===== src/rtl/viterbi_frame_ctrl.sv =====
// Frame sequencer for a K=3 Viterbi decoder: paces BMC/ACS per accepted symbol pair,
// fills the survivor RAM, runs traceback over the frame and hands out the decoded word.
module viterbi_frame_ctrl #(
    parameter int unsigned FRAME_LEN = 16,
    localparam int unsigned ADDR_W = $clog2(FRAME_LEN)
) (
    input  logic                 clk,
    input  logic                 rst_n,
    input  logic                 in_valid,
    output logic                 in_ready,
    input  logic [1:0]           rx_pair,
    output logic [1:0]           bmc_rx_pair,
    output logic                 pm_clr,
    output logic                 acs_en,
    input  logic [1:0]           best_state,
    output logic                 sm_wr_en,
    output logic [ADDR_W-1:0]    sm_wr_addr,
    output logic                 sm_rd_en,
    output logic [ADDR_W-1:0]    sm_rd_addr,
    input  logic [3:0]           sm_rd_data,
    output logic                 out_valid,
    input  logic                 out_ready,
    output logic [FRAME_LEN-1:0] out_bits
);

    // Traceback counter spans FRAME_LEN+1 cycles (read issue plus one trailing data cycle).
    localparam int unsigned KW = $clog2(FRAME_LEN + 1);
    localparam logic [ADDR_W-1:0] LastAddr = ADDR_W'(FRAME_LEN - 1);
    localparam logic [KW-1:0]     TbLast   = KW'(FRAME_LEN);

    typedef enum logic [1:0] {StIdle, StAcs, StTb, StOut} state_e;

    state_e                state_q, state_d;
    logic [ADDR_W-1:0]     sym_cnt_q, sym_cnt_d;
    logic [KW-1:0]         tb_cnt_q, tb_cnt_d;
    logic [1:0]            tb_state_q, tb_state_d;
    logic [FRAME_LEN-1:0]  out_bits_q, out_bits_d;
    logic                  accept;
    logic [ADDR_W-1:0]     proc_addr;

    always_ff @(posedge clk or negedge rst_n) begin
        if (!rst_n) begin
            state_q    <= StIdle;
            sym_cnt_q  <= '0;
            tb_cnt_q   <= '0;
            tb_state_q <= '0;
            out_bits_q <= '0;
        end else begin
            state_q    <= state_d;
            sym_cnt_q  <= sym_cnt_d;
            tb_cnt_q   <= tb_cnt_d;
            tb_state_q <= tb_state_d;
            out_bits_q <= out_bits_d;
        end
    end

    assign accept    = (state_q == StAcs) && in_valid;
    // Data returned this cycle belongs to the address issued one cycle earlier.
    assign proc_addr = ADDR_W'(TbLast - tb_cnt_q);

    always_comb begin
        state_d    = state_q;
        sym_cnt_d  = sym_cnt_q;
        tb_cnt_d   = tb_cnt_q;
        tb_state_d = tb_state_q;
        out_bits_d = out_bits_q;
        unique case (state_q)
            StIdle: begin
                sym_cnt_d = '0;
                tb_cnt_d  = '0;
                state_d   = StAcs;
            end
            StAcs: begin
                if (accept) begin
                    if (sym_cnt_q == LastAddr) begin
                        sym_cnt_d  = '0;
                        tb_cnt_d   = '0;
                        tb_state_d = best_state;
                        state_d    = StTb;
                    end else begin
                        sym_cnt_d = sym_cnt_q + ADDR_W'(1);
                    end
                end
            end
            StTb: begin
                tb_cnt_d = tb_cnt_q + KW'(1);
                if (tb_cnt_q != '0) begin
                    out_bits_d[proc_addr] = tb_state_q[1];
                    tb_state_d = {tb_state_q[0], sm_rd_data[tb_state_q]};
                end
                if (tb_cnt_q == TbLast) begin
                    tb_cnt_d = '0;
                    state_d  = StOut;
                end
            end
            StOut: begin
                if (out_ready) begin
                    state_d = StIdle;
                end
            end
            default: state_d = StIdle;
        endcase
    end

    always_comb begin
        // pm_clr is qualified by rst_n so every output reads 0 while reset is held.
        pm_clr      = (state_q == StIdle) && rst_n;
        in_ready    = (state_q == StAcs);
        bmc_rx_pair = (state_q == StAcs) ? rx_pair : 2'b00;
        acs_en      = accept;
        sm_wr_en    = accept;
        sm_wr_addr  = accept ? sym_cnt_q : '0;
        sm_rd_en    = (state_q == StTb) && (tb_cnt_q != TbLast);
        sm_rd_addr  = sm_rd_en ? ADDR_W'(TbLast - KW'(1) - tb_cnt_q) : '0;
        out_valid   = (state_q == StOut);
        out_bits    = out_bits_q;
    end

endmodule

===== config.mk =====
export PLATFORM = sky130hd
export DESIGN_NAME = viterbi_frame_ctrl
export DESIGN_NICKNAME = d
export VERILOG_FILES = /design/src/rtl/viterbi_frame_ctrl.sv
export SDC_FILE = /design/constraint.sdc
export NUM_CORES = 1
export LEC_CHECK = 0
export CAP_MARGIN = 20
export CORE_MARGIN = 3
export CORE_UTILIZATION = 53
export CTS_CLUSTER_DIAMETER = 30
export CTS_CLUSTER_SIZE = 12
export DETAILED_ROUTE_END_ITERATION = 6
export PLACE_DENSITY = 0.82
export RECOVER_POWER = 25
export SLEW_MARGIN = 20
export SYNTH_ARGS = -nofsm -noshare
export SYNTH_HDL_FRONTEND = slang
export SYNTH_SLANG_ARGS = --single-unit

===== constraint.sdc =====
create_clock -name clk -period 3.95 [get_ports clk]
set_clock_uncertainty 0.2 [all_clocks]
set_input_delay 0.79 -clock clk [delete_from_list [all_inputs] [get_ports clk]]
set_output_delay 0.79 -clock clk [all_outputs]
set_load 0.03 [all_outputs]

---- Word-level counts from Yosys, hierarchy flattened ----
Cells that the tools add are included.
operators by class
  multiplexer cells ....................... 24
  divide/modulo/power cells ............... 0
  bitwise gates (word level) .............. 0
  add/subtract/negate cells ............... 4
  reduce and logical (&&, ||, !) cells .... 14
  shift-type cells ........................ 0
  multiply operators ...................... 0
  order comparisons ....................... 3
  equality and inequality tests ........... 11
operator list
  operator               count
  $bwmux W16             1
  $mux W2                8
  $mux W4                4
  $mux W5                3
  $pmux W5 S3            1
  $pmux W2 S4            1
  $pmux W4 S2            1
  $reduce_and A4 Y1      2
  $ne A2 B1 Y1 const B   3
  $add A5 B1 Y5 const B  1
  $eq A5 B5 Y1 const B   1
  $lt A4 B5 Y1 const B   1
  $ne A5 B5 Y1 const B   1
  $reduce_bool A5 Y1     1
  $add A4 B1 Y4 const B  1
  $demux W1 S4           1
  $eq A2 B2 Y1 const B   2
  $eq A4 B4 Y1 const B   1
  $ge A4 B1 Y1 const B   1
  $logic_and A1 B1 Y1    4
  $ne A2 B2 Y1 const B   2
  $pmux W2 S2            1
  $reduce_and A2 Y1      2
  $reduce_bool A2 Y1     2
  other kinds (9)        10
word-level totals
  RAM bits ................................ 0
  ROM bits ................................ 0
  output and inout bits ................... 32
  memories ................................ 0
  bits in registers ....................... 29
  latch bits .............................. 0

---- Logic depth before layout (Yosys ltp) ----
  depth after elaboration ................. 6
  gate-level depth with buffers ........... 7

---- Least setup slack after synthesis ----
Ideal clock, no wire load.
  path type ............................... reg-to-output
  start ................................... register state_q[1]
  end ..................................... output port sm_wr_en
  data required time ...................... 2.960 ns
  path slack .............................. 1.048 ns
  cell stages (with the launch flop) ...... 7
  arrival ................................. 1.912 ns
  path through ............................ dfrtp_1 inv_1 ha_1 clkbuf_1 clkbuf_1 and2_1 buf_4
between the ends
  longest elaborated chain between the ends .. 2
RTL lines
  what                    line  text
  start, declared         33    state_e state_q, state_d;
  start signal, assigned  43    state_q <= StIdle;
  start signal, assigned  49    state_q <= state_d;
  $eq A2 B1 Y1            --
  net in_ready            10    output logic in_ready,
  $logic_and A1 B1 Y1     57    assign accept = (state_q == StAcs) && in_valid;
  end, declared           16    output logic sm_wr_en,
The timed path passes the listed nets, and every way through them passes these cells.

---- Final worst setup path ----
  start ................................... register tb_cnt_q[1]
  end ..................................... output port sm_rd_en
between the ends
  longest elaborated chain between the ends .. 2
RTL lines
  what                    line  text
  start, declared         35    logic [KW-1:0] tb_cnt_q, tb_cnt_d;
  start signal, assigned  51    tb_cnt_q <= tb_cnt_d;
  $ne A5 B5 Y1            113   sm_rd_en = (state_q == StTb) && (tb_cnt_q != TbLast);
  $logic_and A1 B1 Y1     113
  end, declared           18    output logic sm_rd_en,
Every way passes these cells.

==> flow_summary_export.csv <==
group,metric,value,unit
floorplanning,ios,44,
timing,final.setup.worst_slack,0.2430,ns
clocking,tritoncts,"built",
placed_design,place_hpwl,2.895,mm
final_layout,area_growth,28.69,%
detailed_routing,wire_per_inst,14.56,um
synth,avgSynthCellArea,9.759,sq um
synth,yosysTopAreaCell,"dfrtp_1",
clocking,clk_latency,0.33,ns
clocking,cts_max_level,2,
clocking,cts_root_buf,"clkbuf_4",
setup_path,reg2reg_depth,7,
clocking,clk_pin_slew,0.09,ns
setup_path,crit_path_cell_trace,"inv_1 -> ha_1 -> and4bb_2 -> nand2b_1 -> inv_1 -> clkdlybuf4s50_1",
clocking,ctsHoldBuffers,0,
setup_path,end_kind,"primary output",
timing,slew_viol_final,30,
grt,grt_max_degree,30,
placed_design,pre_cts_ws,0.6050,ns
run,maxCapViolations,1,
clocking,clock_sinks,29,
setup_path,critical_path.max_fanout,13,
outcome,status,"finished, violations left",
floorplanning,die_width,64.37,um
min_path,hp-start,"out_bits[1]",
detailed_routing,firstDrtPassIters,4,
setup_path,r2r_slack,1.22,ns
timing,setup_viol,0,
synth,yosys.area.top_type_share,0.4019,
setup_path,max_stage_delay,0.70,ns
timing,fmax,269.8,MHz
synth,synth_async_sr_flop_share,1.000,
setup_path,crit_arrival,2.72,ns
setup_path,r2r_start,"tb_cnt_q[0]",
timing,period_share,0.9385,
power_and_ir_drop,peakVddDrop,0.4205,mV
detailed_routing,vias_per_cell,5.705,
timing,tightest_slew,1.518,ns
power_and_ir_drop,p_per_area,691.4,mW/mm^2
setup_path,crit_required,2.96,ns
synth,syn_inst,185,
final_layout,n_antenna_cell,0,
setup_path,worstSetupPathType,"reg2out",
clocking,numCtsBuffers,5,
clocking,cts-resized-gates,0,
floorplanning,dieArea,0.004143,sq mm
grt,grt_pass1_wl,6.789,mm
synth,synth_area_leaders,"dfrtp_1 40%, mux2_2 11%, ha_1 8.3%",
setup_path,reg2reg_to,"state_q[1]",
power_and_ir_drop,total_leakage_power,1.035,nW
synth,ys_ff_latch,29,
outcome,violations,"capacitance limit, slew limit",
min_path,holdPathEnd,"out_bits[1]",
clocking,post-cts-setup-buffers,0,
synth,yosysWarnings,0,
detailed_routing,drt_iter0_drc,81,
detailed_routing,dr_total_vias,1546,
synth,synth-edff-count,0,
synth,synth_commonest_cells,"29 x dfrtp_1, 21 x o21ai_0, 18 x mux2_2",
detailed_routing,drc,0,
synth,yosysMostFrequentCell,"dfrtp_1",
synth,ys_seq_area_frac,0.4019,
timing,finalSetupTns,0,ns
synth,ys_types,37,
placed_design,port_buffers,43,
timing,relSlewSlack,-0.01190,
min_path,min_path_cells,1,
grt,antenna_found_initial,0,
placed_design,gp_congestion,0.7995,
timing,finalCriticalPeriod,3.707,ns
synth,netlist_area,0.001805,sq mm
setup_path,cpMostUsedCell,"inv_1",
timing,hold_viol_final,0,
floorplanning,row_count,20,
setup_path,cp-start-kind,"register",
detailed_routing,drtAntennaViolNets,0,
setup_path,critPathSlowestCell,"clkdlybuf4s50_1",
synth,synthFlopType,"dfrtp_1",
floorplanning,die_h,64.37,um
detailed_routing,routed_wl,3.946,mm
clocking,clockBufferDepth,2,
synth,synthesis.nets,209,
grt,grtUsageTotal,0.2071,
floorplanning,initial_core_util,0.5726,
floorplanning,coreArea,0.003153,sq mm
grt,grt_pass1_vias,1521,
final_layout,nNetsFinal,250,
timing,grt_setup_unrepaired,"no",
final_layout,drive_gt1_frac,0.1410,
grt,overflow,0,
min_path,hp-class,"reg2reg",
-- per-stage QoR --
step / cell area (sq um) / cells / power, mW / util / hold WS [ns]
after global placement: 2257 / 263 / 1.374 / 0.7159 / 0.2726
final: 2323 / 271 / 1.607 / 0.7369 / 0.2966
after floorplan: 1805 / 185 / 1.101 / - / 0.2944
after CTS: 2327 / 271 / 1.618 / 0.7381 / 0.3006
after global routing: 2323 / 271 / 1.727 / 0.7369 / 0.3295
after detailed placement: 2257 / 263 / 1.407 / 0.7159 / 0.2790
-- worst max-delay path by stage --
stage	slack [ns]	start	depth (start not counted)	to
finish	0.24	tb_cnt_q[1]	6	sm_rd_en
global route	0.04	tb_cnt_q[0]	6	sm_rd_en
CTS	0.24	tb_cnt_q[1]	6	sm_rd_en
detailed placement	0.60	tb_cnt_q[1]	6	sm_rd_en
global placement	0.69	in_valid	3	sm_wr_addr[3]
floorplan	1.05	state_q[1]	6	sm_wr_en
-- placed cells by master, fill, tap and decap left out, drive strengths merged, types with 3 or more instances in the layout --
cell,count
ha,12
and3,4
nand2,13
inv,9
nor2,8
clkbuf,8
clkdlybuf4s50,41
mux2,20
a21oi,8
nand2b,4
o21ai,21
nand3,9
and2,4
a21o,5
nor3b,3
dfrtp,29
-- cell families (layout without fill, tap and decap cells) --
family                   Yosys count  in the layout  synth area share
AO/OA/AOI/OAI                     44             44            0.1476
XOR/XNOR                           1              1          0.004852
adder cells (fa/ha/maj)           12             12           0.08316
buffers and inverters             20             62           0.04435
flip-flops                        29             29            0.4019
multiplexers                      22             22            0.1428
AND/OR/NAND/NOR                   57             57            0.1753
-- metal layers --
layer,global-route usage,routed length (um),vias up
li1,-,-,742
met2,0.3698,2037,55
met4,0.05805,24,0
met5,0,0,-
met3,0.06854,252,4
met1,0.2340,1632,745
-- sequential cells by signal, summed over array words and instances (netlist names) --
| name | cells |
|---|---|
| out_bits | 16 |
| state_q | 2 |
| sym_cnt_q | 4 |
| tb_state_q | 2 |
| tb_cnt_q | 5 |
-- power by group --
| part | switching [mW] | leakage, nW | internal, mW | total, mW |
|---|---|---|---|---|
| Sequential | 0.0987 | 0.389 | 0.379 | 0.478 |
| Clock | 0.103 | 0.0413 | 0.103 | 0.206 |
| Combinational | 0.524 | 0.605 | 0.398 | 0.922 |
| Total | 0.726 | 1.03 | 0.880 | 1.61 |
-- worst max-delay path: cells and delay by family, from the launching register on --
family,cells,cell delay (ns)
fa+ha+maj,1,0.36
buf+inv,3,1.01
flops,1,0.50
simple gates,2,0.53
-- area by class of cell --
cell class,instances,area (sq um)
Tap cell,44,55.05
Inverter,9,33.78
Clock inverter,1,5.005
Sequential cell,29,725.7
Timing Repair Buffer,45,439.2
Multi-Input combinational cell,136,999.7
Fill cell,248,829.5
Clock buffer,7,65.06
No activity file was read; power rests on OpenSTA's default activity.
